<file path="config.mk">
export PLATFORM = sky130hd
export DESIGN_NAME = sr_rx_flat
export DESIGN_NICKNAME = d
export VERILOG_FILES = /design/src/rtl/sr_rx_if.sv /design/src/rtl/sr_rx.sv /design/src/flat_wrapper.sv
export SDC_FILE = /design/constraint.sdc
export NUM_CORES = 1
export LEC_CHECK = 0
export BUFFER_PORTS_ARGS = -buffer_cell sky130_fd_sc_hd__buf_2
export CORE_MARGIN = 2
export CORE_UTILIZATION = 40
export DETAILED_ROUTE_END_ITERATION = 8
export SYNTH_ARGS = -nofsm -noshare
export SYNTH_HDL_FRONTEND = slang
export SYNTH_SLANG_ARGS = --single-unit
</file>
<file path="constraint.sdc">
create_clock -name clk_200 -period 2.5 [get_ports clk_200]
set_input_delay 0.5 -clock clk_200 [delete_from_list [all_inputs] [get_ports clk_200]]
set_output_delay 0.5 -clock clk_200 [all_outputs]
set_load 0.02 [all_outputs]
</file>
<file path="src/rtl/sr_rx_if.sv">
// rtl/sr_rx_if.sv - decoded-word output handshake between sr_rx and its consumer
//   data_out   : head-of-FIFO data word (master drives)
//   data_valid : FIFO non-empty (master drives)
//   data_ready : consumer accepts data_out this cycle (slave drives)
interface sr_rx_if;
  logic [7:0] data_out;
  logic       data_valid;
  logic       data_ready;

  modport master (output data_out, output data_valid, input data_ready);
  modport slave  (input data_out, input data_valid, output data_ready);
endinterface

</file>
<file path="src/rtl/sr_rx.sv">
// rtl/sr_rx.sv - LED shift-register stream receiver: word reassembly, frame decode, output FIFO
//   clk_200   : 200 MHz logic clock
//   ar        : asynchronous reset, active-high
//   sr_clk_in : serial shift clock from the driver (asynchronous)
//   r_clk_in  : latch clock from the driver (asynchronous)
//   ser_in    : serial data from the driver, LSB first (asynchronous)
//   out_if    : data_out / data_valid / data_ready word stream
//   locked    : frame decoder aligned on a 0x00 reset word
//   frame_err : one-cycle pulse on a protocol violation or a short word
//   overflow  : sticky, a data word was dropped on a full FIFO
module sr_rx #(
  parameter int SYNC_STAGES = 2,
  parameter int FIFO_DEPTH  = 4
) (
  input  logic     clk_200,
  input  logic     ar,
  input  logic     sr_clk_in,
  input  logic     r_clk_in,
  input  logic     ser_in,
  sr_rx_if.master  out_if,
  output logic     locked,
  output logic     frame_err,
  output logic     overflow
);

  localparam int AW = $clog2(FIFO_DEPTH);

  typedef enum logic [1:0] {HUNT, RST, MARK, POST} state_t;

  logic [SYNC_STAGES-1:0] sr_sync, r_sync, ser_sync;
  logic                   sr_prev, r_prev;
  logic                   sr_rise_q, r_rise_q, ser_q;

  logic [7:0] shreg, shreg_nx, word;
  logic [3:0] bit_cnt, cnt_nx;
  logic       word_evt, short_q;

  state_t     state;
  logic       push;
  logic [7:0] push_data;

  logic [7:0]  mem [FIFO_DEPTH];
  logic [AW:0] wr_ptr, rd_ptr, wr_nx, rd_nx;
  logic        pop, full, accept;

  // All three inputs share one synchronizer depth so their relative timing
  // survives; the rise pulses and data are re-registered together.
  always_ff @(posedge clk_200 or posedge ar) begin
    if (ar) begin
      sr_sync   <= '0;
      r_sync    <= '0;
      ser_sync  <= '0;
      sr_prev   <= 1'b0;
      r_prev    <= 1'b0;
      sr_rise_q <= 1'b0;
      r_rise_q  <= 1'b0;
      ser_q     <= 1'b0;
    end else begin
      sr_sync   <= {sr_sync[SYNC_STAGES-2:0], sr_clk_in};
      r_sync    <= {r_sync[SYNC_STAGES-2:0], r_clk_in};
      ser_sync  <= {ser_sync[SYNC_STAGES-2:0], ser_in};
      sr_prev   <= sr_sync[SYNC_STAGES-1];
      r_prev    <= r_sync[SYNC_STAGES-1];
      sr_rise_q <= sr_sync[SYNC_STAGES-1] & ~sr_prev;
      r_rise_q  <= r_sync[SYNC_STAGES-1] & ~r_prev;
      ser_q     <= ser_sync[SYNC_STAGES-1];
    end
  end

  // Shift view is computed first so a latch in the same cycle sees it.
  always_comb begin
    shreg_nx = shreg;
    cnt_nx   = bit_cnt;
    if (sr_rise_q) begin
      shreg_nx = {ser_q, shreg[7:1]};
      if (bit_cnt != 4'd15)
        cnt_nx = bit_cnt + 4'd1;
    end
  end

  always_ff @(posedge clk_200 or posedge ar) begin
    if (ar) begin
      shreg    <= '0;
      bit_cnt  <= '0;
      word     <= '0;
      word_evt <= 1'b0;
      short_q  <= 1'b0;
    end else begin
      shreg    <= shreg_nx;
      word_evt <= r_rise_q && (cnt_nx >= 4'd8);
      short_q  <= r_rise_q && (cnt_nx < 4'd8);
      bit_cnt  <= r_rise_q ? 4'd0 : cnt_nx;
      if (r_rise_q)
        word <= shreg_nx;
    end
  end

  always_ff @(posedge clk_200 or posedge ar) begin
    if (ar) begin
      state     <= HUNT;
      locked    <= 1'b0;
      frame_err <= 1'b0;
      push      <= 1'b0;
      push_data <= '0;
    end else begin
      push      <= 1'b0;
      frame_err <= short_q;
      if (word_evt) begin
        case (state)
          HUNT: if (word == 8'h00) begin
            state  <= RST;
            locked <= 1'b1;
          end
          RST: if (word == 8'hFF) begin
            state <= MARK;
          end else if (word != 8'h00) begin
            state     <= HUNT;
            frame_err <= 1'b1;
            locked    <= 1'b0;
          end
          MARK: begin
            push      <= 1'b1;
            push_data <= word;
            state     <= POST;
          end
          default: if (word == 8'h00) begin
            state <= RST;
          end else begin
            state     <= HUNT;
            frame_err <= 1'b1;
            locked    <= 1'b0;
          end
        endcase
      end
    end
  end

  // A pop in the same cycle frees the slot a push at full needs.
  always_comb begin
    pop    = out_if.data_valid && out_if.data_ready;
    full   = (wr_ptr[AW] != rd_ptr[AW]) && (wr_ptr[AW-1:0] == rd_ptr[AW-1:0]);
    accept = push && (!full || pop);
    wr_nx  = wr_ptr + {{AW{1'b0}}, accept};
    rd_nx  = rd_ptr + {{AW{1'b0}}, pop};
  end

  always_ff @(posedge clk_200) begin
    if (accept)
      mem[wr_ptr[AW-1:0]] <= push_data;
  end

  // data_valid/data_out are registered from the post-update pointers; a word
  // written into the next head slot is forwarded directly.
  always_ff @(posedge clk_200 or posedge ar) begin
    if (ar) begin
      wr_ptr            <= '0;
      rd_ptr            <= '0;
      out_if.data_valid <= 1'b0;
      out_if.data_out   <= '0;
      overflow          <= 1'b0;
    end else begin
      wr_ptr            <= wr_nx;
      rd_ptr            <= rd_nx;
      out_if.data_valid <= (wr_nx != rd_nx);
      if (wr_nx != rd_nx) begin
        if (accept && (wr_ptr[AW-1:0] == rd_nx[AW-1:0]))
          out_if.data_out <= push_data;
        else
          out_if.data_out <= mem[rd_nx[AW-1:0]];
      end
      if (push && full && !pop)
        overflow <= 1'b1;
    end
  end

endmodule

</file>
<file path="src/flat_wrapper.sv">
// flat-port wrapper written by rule: the top's interface ports become plain ports
module sr_rx_flat 
#(
  parameter int SYNC_STAGES = 2,
  parameter int FIFO_DEPTH  = 4
)
  (clk_200, ar, sr_clk_in, r_clk_in, ser_in, locked, frame_err, overflow, out_if_data_out, out_if_data_valid, out_if_data_ready);
  sr_rx_if out_if_i ();
  input  logic clk_200;
  input  logic ar;
  input  logic sr_clk_in;
  input  logic r_clk_in;
  input  logic ser_in;
  output logic locked;
  output logic frame_err;
  output logic overflow;
  output wire logic [$bits(out_if_i.data_out)-1:0] out_if_data_out;
  output wire logic [$bits(out_if_i.data_valid)-1:0] out_if_data_valid;
  input wire logic [$bits(out_if_i.data_ready)-1:0] out_if_data_ready;
  assign out_if_data_out = out_if_i.data_out;
  assign out_if_data_valid = out_if_i.data_valid;
  assign out_if_i.data_ready = out_if_data_ready;
  sr_rx #(.SYNC_STAGES(SYNC_STAGES), .FIFO_DEPTH(FIFO_DEPTH)) u_core (.clk_200(clk_200), .ar(ar), .sr_clk_in(sr_clk_in), .r_clk_in(r_clk_in), .ser_in(ser_in), .out_if(out_if_i), .locked(locked), .frame_err(frame_err), .overflow(overflow));
endmodule
</file>
==> flow_summary_export.csv <==
group,metric,value,unit
outcome,outcome,"complete, no violations",
global_route,grt_pass1_wl,10900,um
sta,rsz0062_at_grt,"false",
finish,drive_above_1_share,26.5,%
detailed_routing,ant_nets,0,
floorplanning,dieArea,10100,um2
global_route,met1_usage,18.4,%
run,drv_cap,0,
global_route,grtUsageMet3,2.51,%
detailed_routing,drtIter0Drc,77,
worst_setup_path,worst-endpoint-required,2.73,ns
cts,clk_path_buf_depth,2,
placed_design,gp_congestion,0.718,
finish,fillCellCount,847,
logic_synthesis,synth_xor_area_share,2.99,%
sta,period_share,92.0,%
floorplanning,die_w,100,um
worst_setup_path,worstPathArrival,2.53,ns
detailed_routing,wire_per_inst,14.8,um
logic_synthesis,ys_seq_area_share,67.5,%
sta,skew,0.0112,ns
global_route,grt_max_degree,63,
sta,drv_slew,0,
logic_synthesis,netlist_area,3720,um2
worst_setup_path,path_delay_family,"XOR/XNOR gates",
global_route,grt_pass1_vias,2212,
logic_synthesis,synth_top_family_by_area,"simple AND/OR/NAND/NOR gates",
worst_setup_path,crit_fanout,8,
sta,hold_viol,0,
logic_synthesis,avgSynthCellArea,13.8,um2
finish,fin_nets,315,
sta,hold_slack,0.249,ns
cts,numCtsBuffers,9,
finish,final_core_util,46.9,%
global_route,antenna_found_initial,0,
cts,clock_latency,0.36,ns
logic_synthesis,yosysMostFrequentCell,"dfrtp_1",
floorplanning,fp-row-count,35,
cts,tritoncts,"yes",
logic_synthesis,syn_nets,281,
logic_synthesis,synth_simple_gate_area_share,12.6,%
placed_design,placement.io_buffers,17,
global_route,gr-usage-all-layers,14.1,%
worst_setup_path,cp-start-kind,"flop",
logic_synthesis,ys_top_cells_by_count,"dfrtp_1 (62), edfxtp_1 (32), nand2_1 (32), nor2_1 (29)",
logic_synthesis,yosysTopAreaCellShare,41.7,%
detailed_routing,dr.pass1.iters,4,
finish,n_antenna_cell,0,
sta,fin_crit,2.30,ns
logic_synthesis,synth-edff-count,32,
logic_synthesis,synth_adder_area_share,1.68,%
placed_design,dp_cells,404,
logic_synthesis,yosysWarnings,0,
floorplanning,start_util,40.8,%
pwr,power,2.98,mW
worst_setup_path,crit_type,"reg -> reg",
cts,cts_sinks,94,
cts,path_clk_slew,0.09,ns
logic_synthesis,ys_seq_elements,94,
finish,area_growth,14.7,%
worst_setup_path,endpoint_kind,"flop",
placed_design,place_hpwl,4230,um
cts,clockRootBuffer,"clkbuf_8",
logic_synthesis,synthArstFlopShare,66.0,%
logic_synthesis,synth_compound_area_share,5.79,%
logic_synthesis,muxShareOfSynthArea,7.53,%
detailed_routing,wl,6220,um
sta,worst_slew_pin_slew,0.785,ns
detailed_routing,vias_per_cell,4.99,
pwr,power_density,699,nW/um2
worst_setup_path,timing.critical_path.buf_inv,2,
cts,htreeDepth,3,
finish,fin_cells,420,
pwr,leakagePower,1.92,nW
worst_setup_path,path_cells,"xor2_1 -> o41ai_2 -> inv_2 -> ha_4 -> ha_4 -> xnor2_2 -> xnor2_2 -> buf_4 -> nor3_1 -> a31oi_2",
floorplanning,ioPinCount,18,
detailed_routing,drc,0,
sta,slew_headroom,47.7,%
hold_path,hold_path_class,"in -> reg",
detailed_routing,dr_total_vias,2095,
global_route,gr-usage-met2,23.0,%
worst_setup_path,cpPeakStageDelay,0.42,ns
floorplanning,die_h,100,um
floorplanning,core,9110,um2
global_route,grt_busiest_layer,"met2",
pwr,ir_drop,0.398,mV
sta,setup_violations,0,
logic_synthesis,postSynthCellCount,270,
logic_synthesis,synth-main-ff-cell,"dfrtp_1",
logic_synthesis,yosys.cell_types.count,40,
sta,fmax,0.435,GHz
global_route,gr-total-overflow,0,
worst_setup_path,worst_path_max_delay_cell,"o41ai_2",
logic_synthesis,synth_area_leaders,"dfrtp_1 (42%), edfxtp_1 (26%), mux4_2 (4.8%)",
logic_synthesis,synth_top_area_cell,"dfrtp_1",
-- per-layer routing --
| metal | wire [um] | share of wire [%] |
|---|---|---|
| met5 | 0 | 0 |
| met4 | 106 | 1.7 |
| met3 | 137 | 2.2 |
| met2 | 2980 | 48 |
| met1 | 3000 | 48 |
-- layout by cell type, fill, tap and decap left out, drive strengths merged, types with 2 or more instances in the layout --
| cell type | Yosys | layout |
|---|---|---|
| dfrtp | 62 | 62 |
| edfxtp | 32 | 32 |
| nand2 | 32 | 32 |
| buf | 7 | 31 |
| nor2 | 29 | 29 |
| clkbuf | 1 | 11 |
| nand3 | 10 | 10 |
| o21ai | 10 | 10 |
| nor3 | 10 | 10 |
| mux2 | 8 | 8 |
| mux4 | 8 | 8 |
| a31oi | 8 | 8 |
| xnor2 | 7 | 7 |
| clkinv | 2 | 6 |
| a21oi | 5 | 5 |
| ha | 5 | 5 |
| xor2 | 4 | 4 |
| inv | 4 | 4 |
| nor4 | 3 | 3 |
| nand4 | 3 | 3 |
| and2 | 3 | 3 |
| nor2b | 3 | 3 |
| nand3b | 2 | 2 |
| a21o | 2 | 2 |
| nand2b | 2 | 2 |
-- power by group --
group / switching, mW / internal [mW]
logic: 0.0924 / 0.0859
registers: 0.0793 / 1.69
clock network: 0.518 / 0.517
-- registers in the layout, indices dropped and copies added (netlist names), 2 cells and up --
name and cells:
u_core.bit_cnt 4, u_core.mem 32, u_core.out_if.data_out 8, u_core.push_data 8, u_core.r_sync 2, u_core.rd_ptr 3, u_core.ser_sync 2, u_core.shreg 8
u_core.sr_sync 2, u_core.state 2, u_core.word 8, u_core.wr_ptr 3
-- final timing paths --
kind | startpoint | end | slack [ns] | depth (start not counted)
max in group asynchronous | ar | u_core.bit_cnt[1] | 1.62 | 3
min in group asynchronous | ar | u_core.push | 0.37 | 3
worst max register to register | u_core.rd_ptr[0] | u_core.out_if.data_out[3] | 0.20 | 10
worst min-delay path | ser_in | u_core.ser_sync[0] | 0.25 | 1
worst min register to register | u_core.ser_sync[0] | u_core.ser_sync[1] | 0.35 | 0
worst max-delay path | u_core.rd_ptr[0] | u_core.out_if.data_out[3] | 0.20 | 10
-- through the flow --
stage	cell area (um2)	worst slack [ns]	setup TNS, ns
6_report	4270	0.201	0
5_1_grt	4270	0.00275	0
3_3_place_gp	4050	-0.0608	-0.466
2_1_floorplan	3760	0.0118	0
4_1_cts	4260	0.0480	0
3_5_place_dp	4050	-0.123	-0.913
-- final cells by class --
type	instances	area (um2)	share of cell area, %
multi-input combinational	162	1180	27.7
clock inverter	5	57.6	1.35
timing repair buffer	31	203	4.75
tap	111	139	3.25
inverter	6	22.5	0.528
sequential	94	2510	58.9
clock buffer	11	151	3.55
-- logic make-up after synthesis --
kind of cell / count (synthesis)
buf+inv: 14
fa+ha+maj: 5
mux: 17
simple gates: 102
xor+xnor: 11
compound gates: 27
flops: 94
-- repair_timing --
item / 4_1_cts / 5_1_grt
setup endpoints to repair: 0 / 8
hold buffers: 0 / 0
buffers inserted: 0 / 0
gates resized for setup: 0 / 3
No activity file was read; power rests on OpenSTA's default activity.
